File: src/rtl/core_local_interruptor_pkg.sv
// ----------------------------------------------------------------------------
// core_local_interruptor_pkg
// Shared definitions for the core-local interruptor (CLINT):
//   - byte offsets of the memory-mapped registers
//   - handshake FSM state encoding
//   - reset value of mtimecmp
//   - byte-lane merge helper used for all 32-bit register writes
// ----------------------------------------------------------------------------
package core_local_interruptor_pkg;

    localparam logic [31:0] MsipOffset       = 32'h00;
    localparam logic [31:0] SsipOffset       = 32'h04;
    localparam logic [31:0] MtimecmpLoOffset = 32'h08;
    localparam logic [31:0] MtimecmpHiOffset = 32'h0C;
    localparam logic [31:0] MtimeLoOffset    = 32'h10;
    localparam logic [31:0] MtimeHiOffset    = 32'h14;

    // All ones so the CSR unit's mtime >= mtimecmp test cannot fire after reset.
    localparam logic [63:0] MtimecmpReset = 64'hFFFF_FFFF_FFFF_FFFF;

    typedef enum logic {
        Idle = 1'b0,
        Ack  = 1'b1
    } clint_state_t;

    // Replace each byte of old_word whose enable is set with the matching byte of new_word.
    function automatic logic [31:0] merge_bytes(
        input logic [31:0] old_word,
        input logic [31:0] new_word,
        input logic [3:0]  byte_en
    );
        logic [31:0] result;
        result = old_word;
        for (int i = 0; i < 4; i++) begin
            if (byte_en[i]) begin
                result[8*i +: 8] = new_word[8*i +: 8];
            end
        end
        return result;
    endfunction

endpackage

File: src/rtl/clint_prescaler.sv
// ----------------------------------------------------------------------------
// clint_prescaler
// Free-running counter 0..PRESCALER-1; o_tick is high during the cycle in
// which the counter sits at PRESCALER-1, i.e. the edge that ends that cycle
// is the mtime increment edge. PRESCALER=1 gives a tick every cycle.
// Legal PRESCALER range is 1..65535.
// Ports:
//   clock   system clock
//   reset   asynchronous active-high reset (counter returns to 0)
//   o_tick  mtime increment enable
// ----------------------------------------------------------------------------
module clint_prescaler #(
    parameter int unsigned PRESCALER = 1
) (
    input  logic clock,
    input  logic reset,
    output logic o_tick
);

    logic [15:0] r_count;
    logic        w_wrap;

    assign w_wrap = (r_count == 16'(PRESCALER - 1));
    assign o_tick = w_wrap;

    always_ff @(posedge clock or posedge reset) begin
        if (reset) begin
            r_count <= '0;
        end else if (w_wrap) begin
            r_count <= '0;
        end else begin
            r_count <= r_count + 16'd1;
        end
    end

endmodule

File: src/rtl/core_local_interruptor.sv
// ----------------------------------------------------------------------------
// core_local_interruptor
// Memory-mapped CLINT holding msip, ssip, the 64-bit mtime counter and the
// 64-bit mtimecmp compare value. Feeds the CSR unit's mem_msip, mem_ssip,
// mem_mtime and mem_mtimecmp inputs; the timer-interrupt compare itself
// lives in the CSR unit.
// Ports:
//   clock, reset            clock and asynchronous active-high reset
//   i_rd_en / i_wr_en       request strobes, held until o_ack
//   i_addr                  byte offset (bits [1:0] ignored)
//   i_wr_data, i_byte_en    write data and per-byte write enables
//   o_rd_data               read data (pre-write contents), valid with o_ack
//   o_ack                   one-cycle completion pulse
//   o_msip, o_ssip          software interrupt pending bits
//   o_mtime, o_mtimecmp     timer and compare registers (registered outputs)
// ----------------------------------------------------------------------------
module core_local_interruptor
    import core_local_interruptor_pkg::*;
#(
    parameter int unsigned PRESCALER = 1,
    parameter int unsigned ADDR_SIZE = 5
) (
    input  logic                 clock,
    input  logic                 reset,
    input  logic                 i_rd_en,
    input  logic                 i_wr_en,
    input  logic [ADDR_SIZE-1:0] i_addr,
    input  logic [31:0]          i_wr_data,
    input  logic [3:0]           i_byte_en,
    output logic [31:0]          o_rd_data,
    output logic                 o_ack,
    output logic                 o_msip,
    output logic                 o_ssip,
    output logic [63:0]          o_mtime,
    output logic [63:0]          o_mtimecmp
);

    clint_state_t r_state;
    logic         r_ack;
    logic [31:0]  r_rd_data;
    logic         r_msip;
    logic         r_ssip;
    logic [63:0]  r_mtime;
    logic [63:0]  r_mtimecmp;

    logic         w_tick;
    logic [31:0]  w_offset;
    logic         w_accept;
    logic         w_write;
    logic [31:0]  w_read_word;
    logic [63:0]  w_mtime_next;
    logic [63:0]  w_mtimecmp_next;
    logic         w_msip_next;
    logic         w_ssip_next;

    clint_prescaler #(
        .PRESCALER (PRESCALER)
    ) u_prescaler (
        .clock  (clock),
        .reset  (reset),
        .o_tick (w_tick)
    );

    // Word-aligned offset; the low two address bits never select anything.
    assign w_offset = 32'(i_addr) & ~32'h3;

    // Only Idle accepts; a request still high during Ack waits for the next Idle.
    // A simultaneous read and write is served as a write.
    assign w_accept = (r_state == Idle) && (i_rd_en || i_wr_en);
    assign w_write  = w_accept && i_wr_en;

    always_comb begin
        w_read_word = '0;
        case (w_offset)
            MsipOffset:       w_read_word = {31'd0, r_msip};
            SsipOffset:       w_read_word = {31'd0, r_ssip};
            MtimecmpLoOffset: w_read_word = r_mtimecmp[31:0];
            MtimecmpHiOffset: w_read_word = r_mtimecmp[63:32];
            MtimeLoOffset:    w_read_word = r_mtime[31:0];
            MtimeHiOffset:    w_read_word = r_mtime[63:32];
            default:          w_read_word = '0;
        endcase
    end

    always_comb begin
        w_msip_next     = r_msip;
        w_ssip_next     = r_ssip;
        w_mtimecmp_next = r_mtimecmp;
        if (w_write) begin
            case (w_offset)
                MsipOffset:       if (i_byte_en[0]) w_msip_next = i_wr_data[0];
                SsipOffset:       if (i_byte_en[0]) w_ssip_next = i_wr_data[0];
                MtimecmpLoOffset: w_mtimecmp_next[31:0]  = merge_bytes(r_mtimecmp[31:0],  i_wr_data, i_byte_en);
                MtimecmpHiOffset: w_mtimecmp_next[63:32] = merge_bytes(r_mtimecmp[63:32], i_wr_data, i_byte_en);
                default:          ;
            endcase
        end
    end

    // A write that touches mtime replaces the tick for that cycle: the written
    // half takes the bus bytes over its old contents, the other half stays put
    // and no carry is propagated. Otherwise a tick is one full 64-bit add.
    always_comb begin
        w_mtime_next = r_mtime;
        if (w_write && (|i_byte_en) && (w_offset == MtimeLoOffset)) begin
            w_mtime_next[31:0] = merge_bytes(r_mtime[31:0], i_wr_data, i_byte_en);
        end else if (w_write && (|i_byte_en) && (w_offset == MtimeHiOffset)) begin
            w_mtime_next[63:32] = merge_bytes(r_mtime[63:32], i_wr_data, i_byte_en);
        end else if (w_tick) begin
            w_mtime_next = r_mtime + 64'd1;
        end
    end

    always_ff @(posedge clock or posedge reset) begin
        if (reset) begin
            r_state    <= Idle;
            r_ack      <= 1'b0;
            r_rd_data  <= '0;
            r_msip     <= 1'b0;
            r_ssip     <= 1'b0;
            r_mtime    <= '0;
            r_mtimecmp <= MtimecmpReset;
        end else begin
            r_msip     <= w_msip_next;
            r_ssip     <= w_ssip_next;
            r_mtime    <= w_mtime_next;
            r_mtimecmp <= w_mtimecmp_next;
            case (r_state)
                Idle: begin
                    r_ack <= 1'b0;
                    if (w_accept) begin
                        r_state   <= Ack;
                        r_ack     <= 1'b1;
                        r_rd_data <= w_read_word;
                    end
                end
                Ack: begin
                    r_state <= Idle;
                    r_ack   <= 1'b0;
                end
                default: begin
                    r_state <= Idle;
                    r_ack   <= 1'b0;
                end
            endcase
        end
    end

    assign o_rd_data  = r_rd_data;
    assign o_ack      = r_ack;
    assign o_msip     = r_msip;
    assign o_ssip     = r_ssip;
    assign o_mtime    = r_mtime;
    assign o_mtimecmp = r_mtimecmp;

endmodule

File: config.mk
export PLATFORM = sky130hd
export DESIGN_NAME = core_local_interruptor
export DESIGN_NICKNAME = d
export VERILOG_FILES = /design/src/rtl/core_local_interruptor_pkg.sv /design/src/rtl/clint_prescaler.sv /design/src/rtl/core_local_interruptor.sv
export SDC_FILE = /design/constraint.sdc
export NUM_CORES = 1
export LEC_CHECK = 0
export BUFFER_PORTS_ARGS = -buffer_cell sky130_fd_sc_hd__buf_4
export CAP_MARGIN = 20
export CORE_MARGIN = 1
export CORE_UTILIZATION = 50
export DETAILED_ROUTE_END_ITERATION = 8
export GPL_TIMING_DRIVEN = 1
export PLACE_DENSITY = 0.77
export SLEW_MARGIN = 10
export SYNTH_ARGS = -nofsm -noshare
export SYNTH_HDL_FRONTEND = slang
export SYNTH_HIERARCHICAL = 1
export SYNTH_SLANG_ARGS = --single-unit
File: constraint.sdc
create_clock -name clock -period 4.2 [get_ports clock]
set_input_delay 0.21 -clock clock [delete_from_list [all_inputs] [get_ports clock]]
set_output_delay 0.21 -clock clock [all_outputs]
set_load 0.005 [all_outputs]
After elaboration in Yosys (flattened, before gate mapping)
Index checks and enable logic that the tools add are counted.
- add/sub/neg operators: 2
- $mul: 0
- div/mod/pow operators: 0
- order comparisons: 0
- equality and inequality tests: 14
- shift-type cells: 0
- multiplexer cells: 12
- bitwise logic cells: 2
- reduce and logical (&&, ||, !) cells: 30
- operators by type and width (kind ; count):
    $pmux W32 S6 ; 1
    $mux W32 ; 3
    $add A64 B1 Y64 const B ; 1
    $mux W64 ; 1
    $reduce_and A3 Y1 ; 18
    $logic_not A32 Y1 ; 1
    $mux W8 ; 4
    $ne A2 B2 Y1 const B ; 9
    $add A16 B1 Y16 const B ; 1
    $logic_not A16 Y1 ; 1
    $mux W16 ; 1
    $eq A3 B2 Y1 const B ; 2
    $eq A3 B3 Y1 const B ; 2
    $logic_and A1 B1 Y1 ; 5
    $reduce_bool A2 Y1 ; 2
    $reduce_or A4 Y1 ; 1
    $eq A3 B1 Y1 const B ; 1
    $not A1 Y1 ; 2
    $pmux W1 S2 ; 1
    $reduce_and A2 Y1 ; 1
    $logic_or A1 B1 Y1 ; 1
    $mux W1 ; 1
- register bits after elaboration: 179
- bits in latches: 0
- RAM bits: 0
- ROM bits: 0
- bits of input ports: 45
- output and inout port bits: 163
- logic and storage cells: 81
- memories kept: 0

Longest topological paths before layout
Gate-level depths: netlist of run 1.
- depth after elaboration: 7
- gate-level depth with buffers: 11
- mapped depth without buffers: 10

Cells and area by module
Netlist of run 1, hierarchy kept.
- modules (own cells, without submodules) (module ; times used ; cells an instance ; area an instance (µm²) ; sequential area each (µm²)):
    core_local_interruptor ; 1 ; 951 ; 9043.7 ; 4159.0
    clint_prescaler ; 1 ; 70 ; 794.5 ; 400.4

Worst setup path after synthesis of run 1
No wires, ideal clock.
- path kind: register to register
- start point: register r_mtime[0] (netlist: o_mtime[0])
- end point: register r_mtime[34] (netlist: o_mtime[34])
- library setup time: 0.079 ns
- arrival: 2.159 ns
- data required time: 4.121 ns
- path slack: 1.962 ns
- cell stages (with the launch flop): 8
- buffers on the path: 0
- clock period less this slack: 2.238 ns
- cell sequence: dfrtp_1 -> ha_1 -> nand4_1 -> nor3_1 -> nand4_1 -> or4_1 -> a21oi_1 -> a2bb2oi_1
- cells in the longest elaborated chain, start to end: 3
- ends and longest elaborated chain (element ; line ; source):
    from (decl) ; core_local_interruptor.sv:43 ; logic [63:0] r_mtime;
    from (signal assigned) ; core_local_interruptor.sv:126 ; r_mtime <= w_mtime_next;
    $add A64 B1 Y64 ; core_local_interruptor.sv:110 ; w_mtime_next = r_mtime + 64'd1;
    $mux W64 ; core_local_interruptor.sv:109 ; end else if (w_tick) begin
    $mux W32 ; core_local_interruptor.sv:107 ; end else if (w_write && (|i_byte_en) && (w_offset == MtimeHiOffset)) begin
No other way between the ends. The select of a mux whose other input is x is not followed.
A chain may end at the register's enable or synchronous reset.

Worst setup path after layout of run 1
- start point: register r_mtime[0] (netlist: o_mtime[0])
- end point: register r_mtime[22] (netlist: o_mtime[22])
- cells in the longest elaborated chain, start to end: 4
- ends and longest elaborated chain (element ; line ; source):
    $add A64 B1 Y64 ; core_local_interruptor.sv:110 ;
    $mux W64 ; core_local_interruptor.sv:109 ;
    $mux W32 ; core_local_interruptor.sv:107 ;
    $mux W32 ; core_local_interruptor.sv:105 ; if (w_write && (|i_byte_en) && (w_offset == MtimeLoOffset)) begin
No other way between the ends. The select of a mux whose other input is x is not followed.

==> results of run 1 <==
==> layout make-up <==
type	count	area [um2]	share of cell area [%]
clock buffer	21	460	3.80
clock inverter	11	81.3	0.672
inverter	13	52.6	0.434
multi-input combinational	751	4920	40.6
sequential	179	4560	37.7
tap	260	325	2.69
timing repair buffer	226	1710	14.1
==> layer usage <==
| layer | vias up | GRT usage, % |
|---|---|---|
| met2 | 501 | 50.9 |
| met3 | 57 | 4.81 |
| li1 | 4177 | - |
| met5 | - | 0 |
| met1 | 4731 | 43.9 |
| met4 | 0 | 12.8 |
==> critical path: stages (launching register included) <==
cell and delay (ps):
dfrtp_1 440, ha_1 270, nand4_1 410, nor3_1 300, buf_4 190, nor3b_1 820, a41oi_1 210, o22a_1 240
==> how the worst max path moves through the flow <==
stage                                 startpoint                       to  cells past startpoint
after floorplan           o_mtime[0]$_DFFE_PP0P_  o_mtime[34]$_DFFE_PP0P_                      7
after global placement              i_byte_en[0]  o_mtime[16]$_DFFE_PP0P_                      6
after detailed placement            i_byte_en[1]  o_mtime[12]$_DFFE_PP0P_                      6
after CTS                 o_mtime[0]$_DFFE_PP0P_  o_mtime[22]$_DFFE_PP0P_                      7
after global routing      o_mtime[0]$_DFFE_PP0P_  o_mtime[22]$_DFFE_PP0P_                      7
final                     o_mtime[0]$_DFFE_PP0P_  o_mtime[22]$_DFFE_PP0P_                      7
==> synth_stat cells, types with 7 or more instances <==
cell type	number
a2bb2oi_1	12
a22o_1	31
nor2_1	74
xnor2_1	7
xor2_1	7
nor4_1	10
nor3_1	29
inv_1	13
o21ai_0	65
or3_1	8
buf_2	14
and3_1	29
o22a_1	20
mux2_2	67
a31oi_1	16
nand2_1	96
dfstp_2	64
buf_1	8
o22ai_1	15
dfrtp_1	115
a221oi_1	31
clkbuf_1	50
nand3_1	48
a21oi_1	68
nand4_1	33
==> report_power, final <==
part	internal (mW)	leakage (nW)	total, mW	switching (mW)
logic	0.948	2.89	1.73	0.778
registers	2.24	2.08	2.85	0.616
clock network	0.791	0.259	1.51	0.720
total	3.98	5.23	6.09	2.11
==> state kept, by name, summed over array words and instances, names as in the netlist <==
register,cells
o_ack,1
o_msip,1
o_mtime,64
o_mtimecmp,64
o_rd_data,32
o_ssip,1
u_prescaler/r_count,16
==> kinds of logic after synthesis <==
family | Yosys count | share of synthesized area [%]
and+or+nand+nor | 375 | 20.2
buffers and inverters | 91 | 3.93
DFF | 179 | 46.3
AOI/OAI and AO/OA | 292 | 20.3
muxes | 67 | 7.67
xor gates and xnor gates | 14 | 1.25
adders and majority gates | 3 | 0.382
==> per-stage QoR <==
step	utilization (%)	cell area, um2	hold WS (ps)	std cells
after global routing	63.7	12100	29.9	1461
final	63.7	12100	33.7	1461
after global placement	60.6	11500	283	1425
after detailed placement	60.7	11500	284	1426
after floorplan	-	9840	124	1021
after CTS	63.6	12100	33.9	1459
==> run metrics, run 1 <==
final setup vio count 0; hold_buf cts 1; gr usage total 32.0%; Port-buffer cells 205; Pre-antenna DRT Iters 7; initial core utilization 51.7%; max frequency 0.333 GHz; Post CTS Setup Buffer Count 0; total CTS buffers 17; hold path startpoint i_wr_data[20]; worst-case reg-to-reg path depth 7; post-DR wirelength/cell 21.8 um; post-route ant nets 0; Fillers 1676; initial antenna violation count 0; worst-margin pin slew 1110 ps; Final nets 1236; library cells used by synthesis 65; Final Hold Fails 0; Max clock buf depth 2; Worst slew margin 26.3%; post-route setup TNS 0 ps; hold path depth 2; vias in the first global route 8878; setup ws final 1200 ps; crit path time final 3000 ps; HPWL Detailed 22000 um; RSZ-0062 raised after global routing no; Worst Hold Path EP o_mtimecmp[20]$_DFFE_PP1P_; pwr/cell area 503 nW/um2; core area 19000 um2; detailed-route wire length 31800 um; first-pass GRT wire length 49700 um; FP Rows 50; Top Metal Used met4; vias per cell 6.48; number of synthesized flops with an enable pin 0; met3 WL post-DR 2460 um; # resized after CTS 0; Critical Path End Type flop; VDD IR max 324 uV; top cells by area, synth dfrtp_1, dfstp_2, mux2_2, nand2_1, a21oi_1; Syn-to-layout area delta 23.0%; Post-Syn Nets 1069; worst skew pair latency 440 ps; crit path kind reg2reg; area leader, netlist dfrtp_1; Sink Count 179; Async SR Flop Fraction 100%; antenna cells 0; share of layout cells above drive strength 1 35.1%; Mapped Cells 1021; CTS root buf clkbuf_16; # Max-Cap Violations 0; Main synth FF type dfrtp_1; Mapped Area 9840 um2; total grt overflow 0; crit share post-route 71.4%; Die W 142 um; gpl congestion 0.925; largest net degree at the start of global routing 92; Worst Skew 12.9 ps; flop2flop setup slack 1200 ps; Syn. warnings 6; DIE AREA 20200 um2; Met2 Wirelength 15300 um; clock slew at reported path FFs 70 ps; die height 142 um; commonest cells after routing, fill and taps aside buf_4, dfrtp_1, nand2_1; M1 WL 13400 um; initial DRC count 1063; leak pwr 5.23 nW; worst hold-check path type in2reg; CTS tree built; outcome finished clean; worst r2r src o_mtime[0]$_DFFE_PP0P_; Max FO, Critical Path 6; Design Power 6.09 mW; CP Launch Type flop; DRC Markers 0; Synth top area share 29.3%; dpl ws 1230 ps; Worst EP arrival 3330 ps; vias 9466; most common cell after layout, fill and taps aside buf_4; sequential element share of the synthesized area 46.3%; H-tree depth 4; Post-Syn Area per Cell 9.64 um2; Slew Limit Fails 0; Worst Path Required 4530 ps; io pins 208; R2R Path End o_mtime[22]$_DFFE_PP0P_; #FFs+latches synth 179
No activity file was read; power rests on OpenSTA's default activity.
==> run 2, diff against run 1 <==
--- a/config.mk
+++ b/config.mk
@@ -8,10 +8,10 @@
 export BUFFER_PORTS_ARGS = -buffer_cell sky130_fd_sc_hd__buf_4
 export CAP_MARGIN = 20
 export CORE_MARGIN = 1
-export CORE_UTILIZATION = 50
+export CORE_UTILIZATION = 55
 export DETAILED_ROUTE_END_ITERATION = 8
 export GPL_TIMING_DRIVEN = 1
-export PLACE_DENSITY = 0.77
+export PLACE_DENSITY = 0.8
 export SLEW_MARGIN = 10
 export SYNTH_ARGS = -nofsm -noshare
 export SYNTH_HDL_FRONTEND = slang
==> constraint.sdc (replaced) <==
create_clock -name clock -period 2.94 [get_ports clock]
set_input_delay 0.147 -clock clock [delete_from_list [all_inputs] [get_ports clock]]
set_output_delay 0.147 -clock clock [all_outputs]
set_load 0.005 [all_outputs]
==> run metrics, run 2 (synthesis gave the netlist of run 1 again) <==
outcome finished clean (unchanged); area of the multi-input gates 4920 um2 (about the same); Post CTS Setup Buffer Count 0 (unchanged); Worst Skew 11.2 ps (was 12.9 ps); Fillers 1256 (was 1676); CTS tree built (unchanged); CP Launch Type flop (unchanged); post-route setup TNS 0 ps (unchanged); dpl ws 218 ps (was 1230 ps); RSZ-0062 raised after global routing no (unchanged); initial antenna violation count 0 (unchanged); gpl congestion 1.00 (was 0.925); Worst slew margin 39.0% (was 26.3%); delay-heaviest family, CP simple AND/OR/NAND/NOR gates (unchanged); worst-margin pin slew 915 ps (was 1110 ps); vias in the first global route 9192 (was 8878); Critical path buffers and inverters 0 (was 1); commonest cells after routing, fill and taps aside buf_4, dfrtp_1, nand2_1 (unchanged); initial DRC count 1059 (was 1063); HPWL Detailed 22400 um (was 22000 um); FP Rows 48 (was 50); hold_buf cts 34 (was 1); Reg area 4560 um2 (unchanged); Pre-antenna DRT Iters 5 (was 7); final setup vio count 0 (unchanged); Max clock buf depth 2 (unchanged); crit-path cells ha_1, nand4_1, nor4_1, nand4_1, nor3_1, a31oi_1, o22a_1 (was ha_1, nand4_1, nor3_1, buf_4, nor3b_1, a41oi_1, o22a_1); # resized after CTS 0 (unchanged); switch share 33.6% (was 34.7%); Worst EP arrival 3120 ps (was 3330 ps); total grt overflow 0 (unchanged); post-route ant nets 0 (unchanged); Clk pwr share 25.8% (was 24.8%); combinational cell fraction of total power 29.2% (was 28.3%); post-DR wirelength/cell 21.7 um (was 21.8 um); # Max-Cap Violations 0 (unchanged); io pins 208 (unchanged); CP dominant cell by count nand4_1; die height 136 um (was 142 um); Final Hold Fails 0 (unchanged); Die W 136 um (was 142 um); H-tree depth 4 (unchanged); antenna cells 0 (unchanged); setup ws final 144 ps (was 1200 ps); worst skew pair latency 440 ps (about the same); most common cell after layout, fill and taps aside buf_4 (unchanged); Syn-to-layout area delta 28.5% (was 23.0%); vias 9780 (was 9466); core area 17400 um2 (was 19000 um2); Critical Path End Type flop (unchanged); crit path kind reg2reg (unchanged); crit share post-route 95.1% (was 71.4%); crit path time final 2800 ps (was 3000 ps); initial core utilization 56.7% (was 51.7%); Sink Count 179 (unchanged); first-pass GRT wire length 50300 um (was 49700 um); vias per cell 6.61 (was 6.48); pwr/cell area 713 nW/um2 (was 503 nW/um2); sw power 3.03 mW (was 2.11 mW); DRC Markers 0 (unchanged); detailed-route wire length 32100 um (was 31800 um); Max FO, Critical Path 9 (was 6); Port-buffer cells 205 (unchanged); Slew Limit Fails 0 (unchanged); VDD IR max 457 uV (was 324 uV); Critical Path Max Stage Delay 470 ps (was 820 ps); max frequency 0.358 GHz (was 0.333 GHz); total CTS buffers 17 (unchanged); gr usage total 35.3% (was 32.0%); DIE AREA 18400 um2 (was 20200 um2); Worst Path Required 3260 ps (was 4530 ps); CTS root buf clkbuf_16 (unchanged); largest net degree at the start of global routing 68 (was 92); Final nets 1290 (was 1236); clock slew at reported path FFs 70 ps (about the same); share of layout cells above drive strength 1 35.1% (about the same); worst hold-check path type in2reg (unchanged); leak pwr 5.51 nW (was 5.23 nW); Flop pwr share 45.0% (was 46.8%); slowest CP cell dfrtp_1 (was nor3b_1); Cell Int Power 5.99 mW (was 3.98 mW)
## run 2: changes by cell type in the layout (fill, tap and decap cells not counted), sizes merged
cell         previous run  this run
dlygate4sd3             1        34
clkinvlp                4         2
inv                    13        12
buf                   224       246
clkinv                  7         4
bufinv                  0         2
clkbuf                 22        25
## run 2: worst paths after layout
check	start	to	slack, ps	cells after the start
min	i_wr_data[30]	o_mtimecmp[30]$_DFFE_PP1P_	10	2
max reg2reg	o_mtime[0]$_DFFE_PP0P_	o_mtime[44]$_DFFE_PP0P_	140	7
max in group asynchronous	reset	o_mtimecmp[38]$_DFFE_PP1P_	1910	5
min in group asynchronous	reset	o_mtime[60]$_DFFE_PP0P_	230	3
max	o_mtime[0]$_DFFE_PP0P_	o_mtime[44]$_DFFE_PP0P_	140	7
min reg2reg	u_prescaler/r_count[15]$_DFF_PP0_	u_prescaler/r_count[15]$_DFF_PP0_	480	1
## run 2: worst reg2reg max path, cell delays in order, from the launching register on
cell and delay, ps:
dfrtp_1 470, ha_1 280, nand4_1 390, nor4_1 390, nand4_1 410, nor3_1 370
a31oi_1 140, o22a_1 210
## run 2: per-layer routing
metal  vias up  wire length [um]  track usage [%]
met2       593             15400             55.9
met4         0               838             14.6
li1       4294                 -                -
met5         -                 0                0
met1      4812             12900             47.3
met3        81              2870             6.70
## run 2: per-stage QoR
step                cell area, um2  cells  hold slack, ps  power (mW)  util (%)
finish                       12600   1480            11.7        9.01      72.9
global route                 12600   1480            4.40        9.40      72.9
CTS                          12600   1478            1.38        8.94      72.7
detailed placement           11700   1412             275        6.60      67.3
global placement             11700   1412             269        6.51      67.3
floorplan                     9840   1021            60.7        5.05         -
## run 2: power by group through the flow
stage	sequential, mW	combinational (mW)	clock [mW]
2_1_floorplan	3.82	1.24	0
3_3_place_gp	4.02	2.48	0
3_5_place_dp	4.05	2.55	0
4_1_cts	4.02	2.60	2.32
5_1_grt	4.13	2.85	2.42
6_report	4.06	2.63	2.32
## run 2: area by class of cell
| class | count | area share [%] |
|---|---|---|
| inverter | 13 | 0.416 |
| tap | 225 | 2.23 |
| clock inverter | 7 | 0.782 |
| multi-input combinational | 751 | 38.9 |
| sequential | 179 | 36.1 |
| clock buffer | 25 | 3.92 |
| timing repair buffer | 280 | 17.7 |
==> run 3, diff against run 2 <==
--- a/config.mk
+++ b/config.mk
@@ -11,6 +11,7 @@
 export CORE_UTILIZATION = 55
 export DETAILED_ROUTE_END_ITERATION = 8
 export GPL_TIMING_DRIVEN = 1
+export MAX_ROUTING_LAYER = met4
 export PLACE_DENSITY = 0.8
 export SLEW_MARGIN = 10
 export SYNTH_ARGS = -nofsm -noshare
==> run metrics, run 3 (synthesis gave the netlist of run 1 again) <==
final core occ 73.1% (was 72.9%); Max clock buf depth 2 (unchanged); flop2flop setup slack 190 ps (was 140 ps); die height 136 um (unchanged); R2R Path End o_mtime[55]$_DFFE_PP0P_ (was o_mtime[44]$_DFFE_PP0P_); total CTS buffers 17 (unchanged); H-tree depth 4 (unchanged); initial core utilization 56.7% (unchanged); detailed-route wire length 32400 um (was 32100 um); combinational cell fraction of total power 29.6% (was 29.2%); FP Rows 48 (unchanged); Design Power 9.13 mW (was 9.01 mW); # Max-Cap Violations 0 (unchanged); worst skew pair latency 440 ps (about the same); HPWL Detailed 22700 um (was 22400 um); post-route ant nets 0 (unchanged); Sink Count 179 (unchanged); core area 17400 um2 (unchanged); CP Launch Type flop (unchanged); gpl congestion 1.04 (was 1.00); Fillers 1267 (was 1256); sw power 3.08 mW (was 3.03 mW); commonest cells after routing, fill and taps aside buf_4, dfrtp_1, nand2_1 (unchanged); Final nets 1294 (was 1290); io pins 208 (unchanged); Flop pwr share 43.9% (was 45.0%); worst r2r src o_mtime[5]$_DFFE_PP0P_ (was o_mtime[0]$_DFFE_PP0P_); post-DR wirelength/cell 21.8 um (was 21.7 um); DRC Markers 0 (unchanged); outcome finished clean (unchanged); worst hold-check path type in2reg (unchanged); leak pwr 5.54 nW (was 5.51 nW); initial antenna violation count 0 (unchanged); delay-heaviest family, CP simple AND/OR/NAND/NOR gates (unchanged); DIE AREA 18400 um2 (unchanged); Worst EP arrival 3060 ps (was 3120 ps); initial DRC count 1032 (was 1059); Critical Path End Type flop (unchanged); Slew Limit Fails 0 (unchanged); Final Hold Fails 0 (unchanged); Worst Skew 13.9 ps (was 11.2 ps); area of the multi-input gates 4920 um2 (about the same); max frequency 0.364 GHz (was 0.358 GHz); crit path time final 2750 ps (was 2800 ps); CTS root buf clkbuf_16 (unchanged); Clk pwr share 26.5% (was 25.8%); Worst Path Required 3260 ps (about the same); antenna cells 0 (unchanged); post-route setup TNS 0 ps (unchanged); VDD IR max 462 uV (was 457 uV); worst-margin pin slew 995 ps (was 915 ps); CP Launch Point o_mtime[5]$_DFFE_PP0P_ (was o_mtime[0]$_DFFE_PP0P_); Worst slew margin 33.5% (was 39.0%); CTS tree built (unchanged); critical path depth in cells 6 (was 7); most common cell after layout, fill and taps aside buf_4 (unchanged); vias 9780 (unchanged); slowest CP cell or3_1 (was dfrtp_1); Reg area 4560 um2 (unchanged); clock slew at reported path FFs 70 ps (about the same); Pre-antenna DRT Iters 8 (was 5); switch share 33.7% (was 33.6%); crit path kind reg2reg (unchanged); RSZ-0062 raised after global routing no (unchanged); largest net degree at the start of global routing 68 (unchanged); crit-path cells nand4_2, or3_1, nor4_4, and2_1, a31oi_1, o22a_1 (was ha_1, nand4_1, nor4_1, nand4_1, nor3_1, a31oi_1, o22a_1); vias per cell 6.59 (was 6.61); Syn-to-layout area delta 29.0% (was 28.5%); Critical path buffers and inverters 0 (unchanged); Cell Int Power 6.05 mW (was 5.99 mW); first-pass GRT wire length 50600 um (was 50300 um); vias in the first global route 9183 (was 9192); Die W 136 um (unchanged); Critical Path Max Stage Delay 570 ps (was 470 ps); final setup vio count 0 (unchanged); crit share post-route 93.4% (was 95.1%); worst-case reg-to-reg path depth 6 (was 7); CP endpoint o_mtime[55]$_DFFE_PP0P_ (was o_mtime[44]$_DFFE_PP0P_); total grt overflow 0 (unchanged); share of layout cells above drive strength 1 35.5% (was 35.1%); pwr/cell area 720 nW/um2 (was 713 nW/um2); Max FO, Critical Path 9 (unchanged); gr usage total 36.9% (was 35.3%); Post CTS Setup Buffer Count 0 (unchanged); Port-buffer cells 205 (unchanged); # resized after CTS 0 (unchanged)
run 3: metal layers:
layer | GRT usage, % | wire length, um
met5 | - | 0
met4 | 13.7 | 903
met3 | 5.87 | 2530
met2 | 57.4 | 15700
met1 | 48.5 | 13300
run 3: worst min-delay path by stage:
stage | startpoint | to | cells past startpoint
floorplan | reset | u_prescaler/r_count[0]$_DFF_PP0_ | 1
global placement | reset | u_prescaler/r_count[8]$_DFF_PP0_ | 2
detailed placement | reset | u_prescaler/r_count[6]$_DFF_PP0_ | 2
CTS | i_byte_en[3] | o_mtime[61]$_DFFE_PP0P_ | 3
global route | i_byte_en[3] | o_mtime[61]$_DFFE_PP0P_ | 3
finish | i_byte_en[3] | o_mtime[61]$_DFFE_PP0P_ | 3
run 3: final cells by class:
cell class / instances / area share [%]
Tap cell: 225 / 2.22
Clock inverter: 13 / 1.35
Multi-Input combinational cell: 751 / 38.7
Inverter: 13 / 0.414
Sequential cell: 179 / 35.9
Timing Repair Buffer: 284 / 17.8
Clock buffer: 19 / 3.57
run 3: power by group through the flow:
stage | sequential (mW) | combinational (mW) | clock, mW
finish | 4.01 | 2.70 | 2.42
global route | 4.10 | 2.91 | 2.53
CTS | 3.98 | 2.68 | 2.44
detailed placement | 4.01 | 2.62 | 0
global placement | 3.99 | 2.54 | 0
floorplan | 3.82 | 1.24 | 0
run 3: worst reg2reg max path, cell delays in order (launching register included):
cell and delay (ps):
dfrtp_1 520, nand4_2 290, or3_1 570, nor4_4 500
and2_1 420, a31oi_1 130, o22a_1 190
run 3: what timing repair did:
| action | 4_1_cts | 5_1_grt |
|---|---|---|
| setup endpoints to repair | 0 | 0 |
| hold buffers | 35 | 0 |
| endpoints found under the hold margin | 99 | 0 |
run 3: stage by stage:
stage	hold slack (ps)	setup WS [ps]	area, um2	cells
floorplan	60.7	702	9840	1021
global placement	264	322	11700	1415
detailed placement	275	208	11700	1416
CTS	77.6	165	12700	1483
global route	98.9	57.4	12700	1484
finish	87.8	194	12700	1484
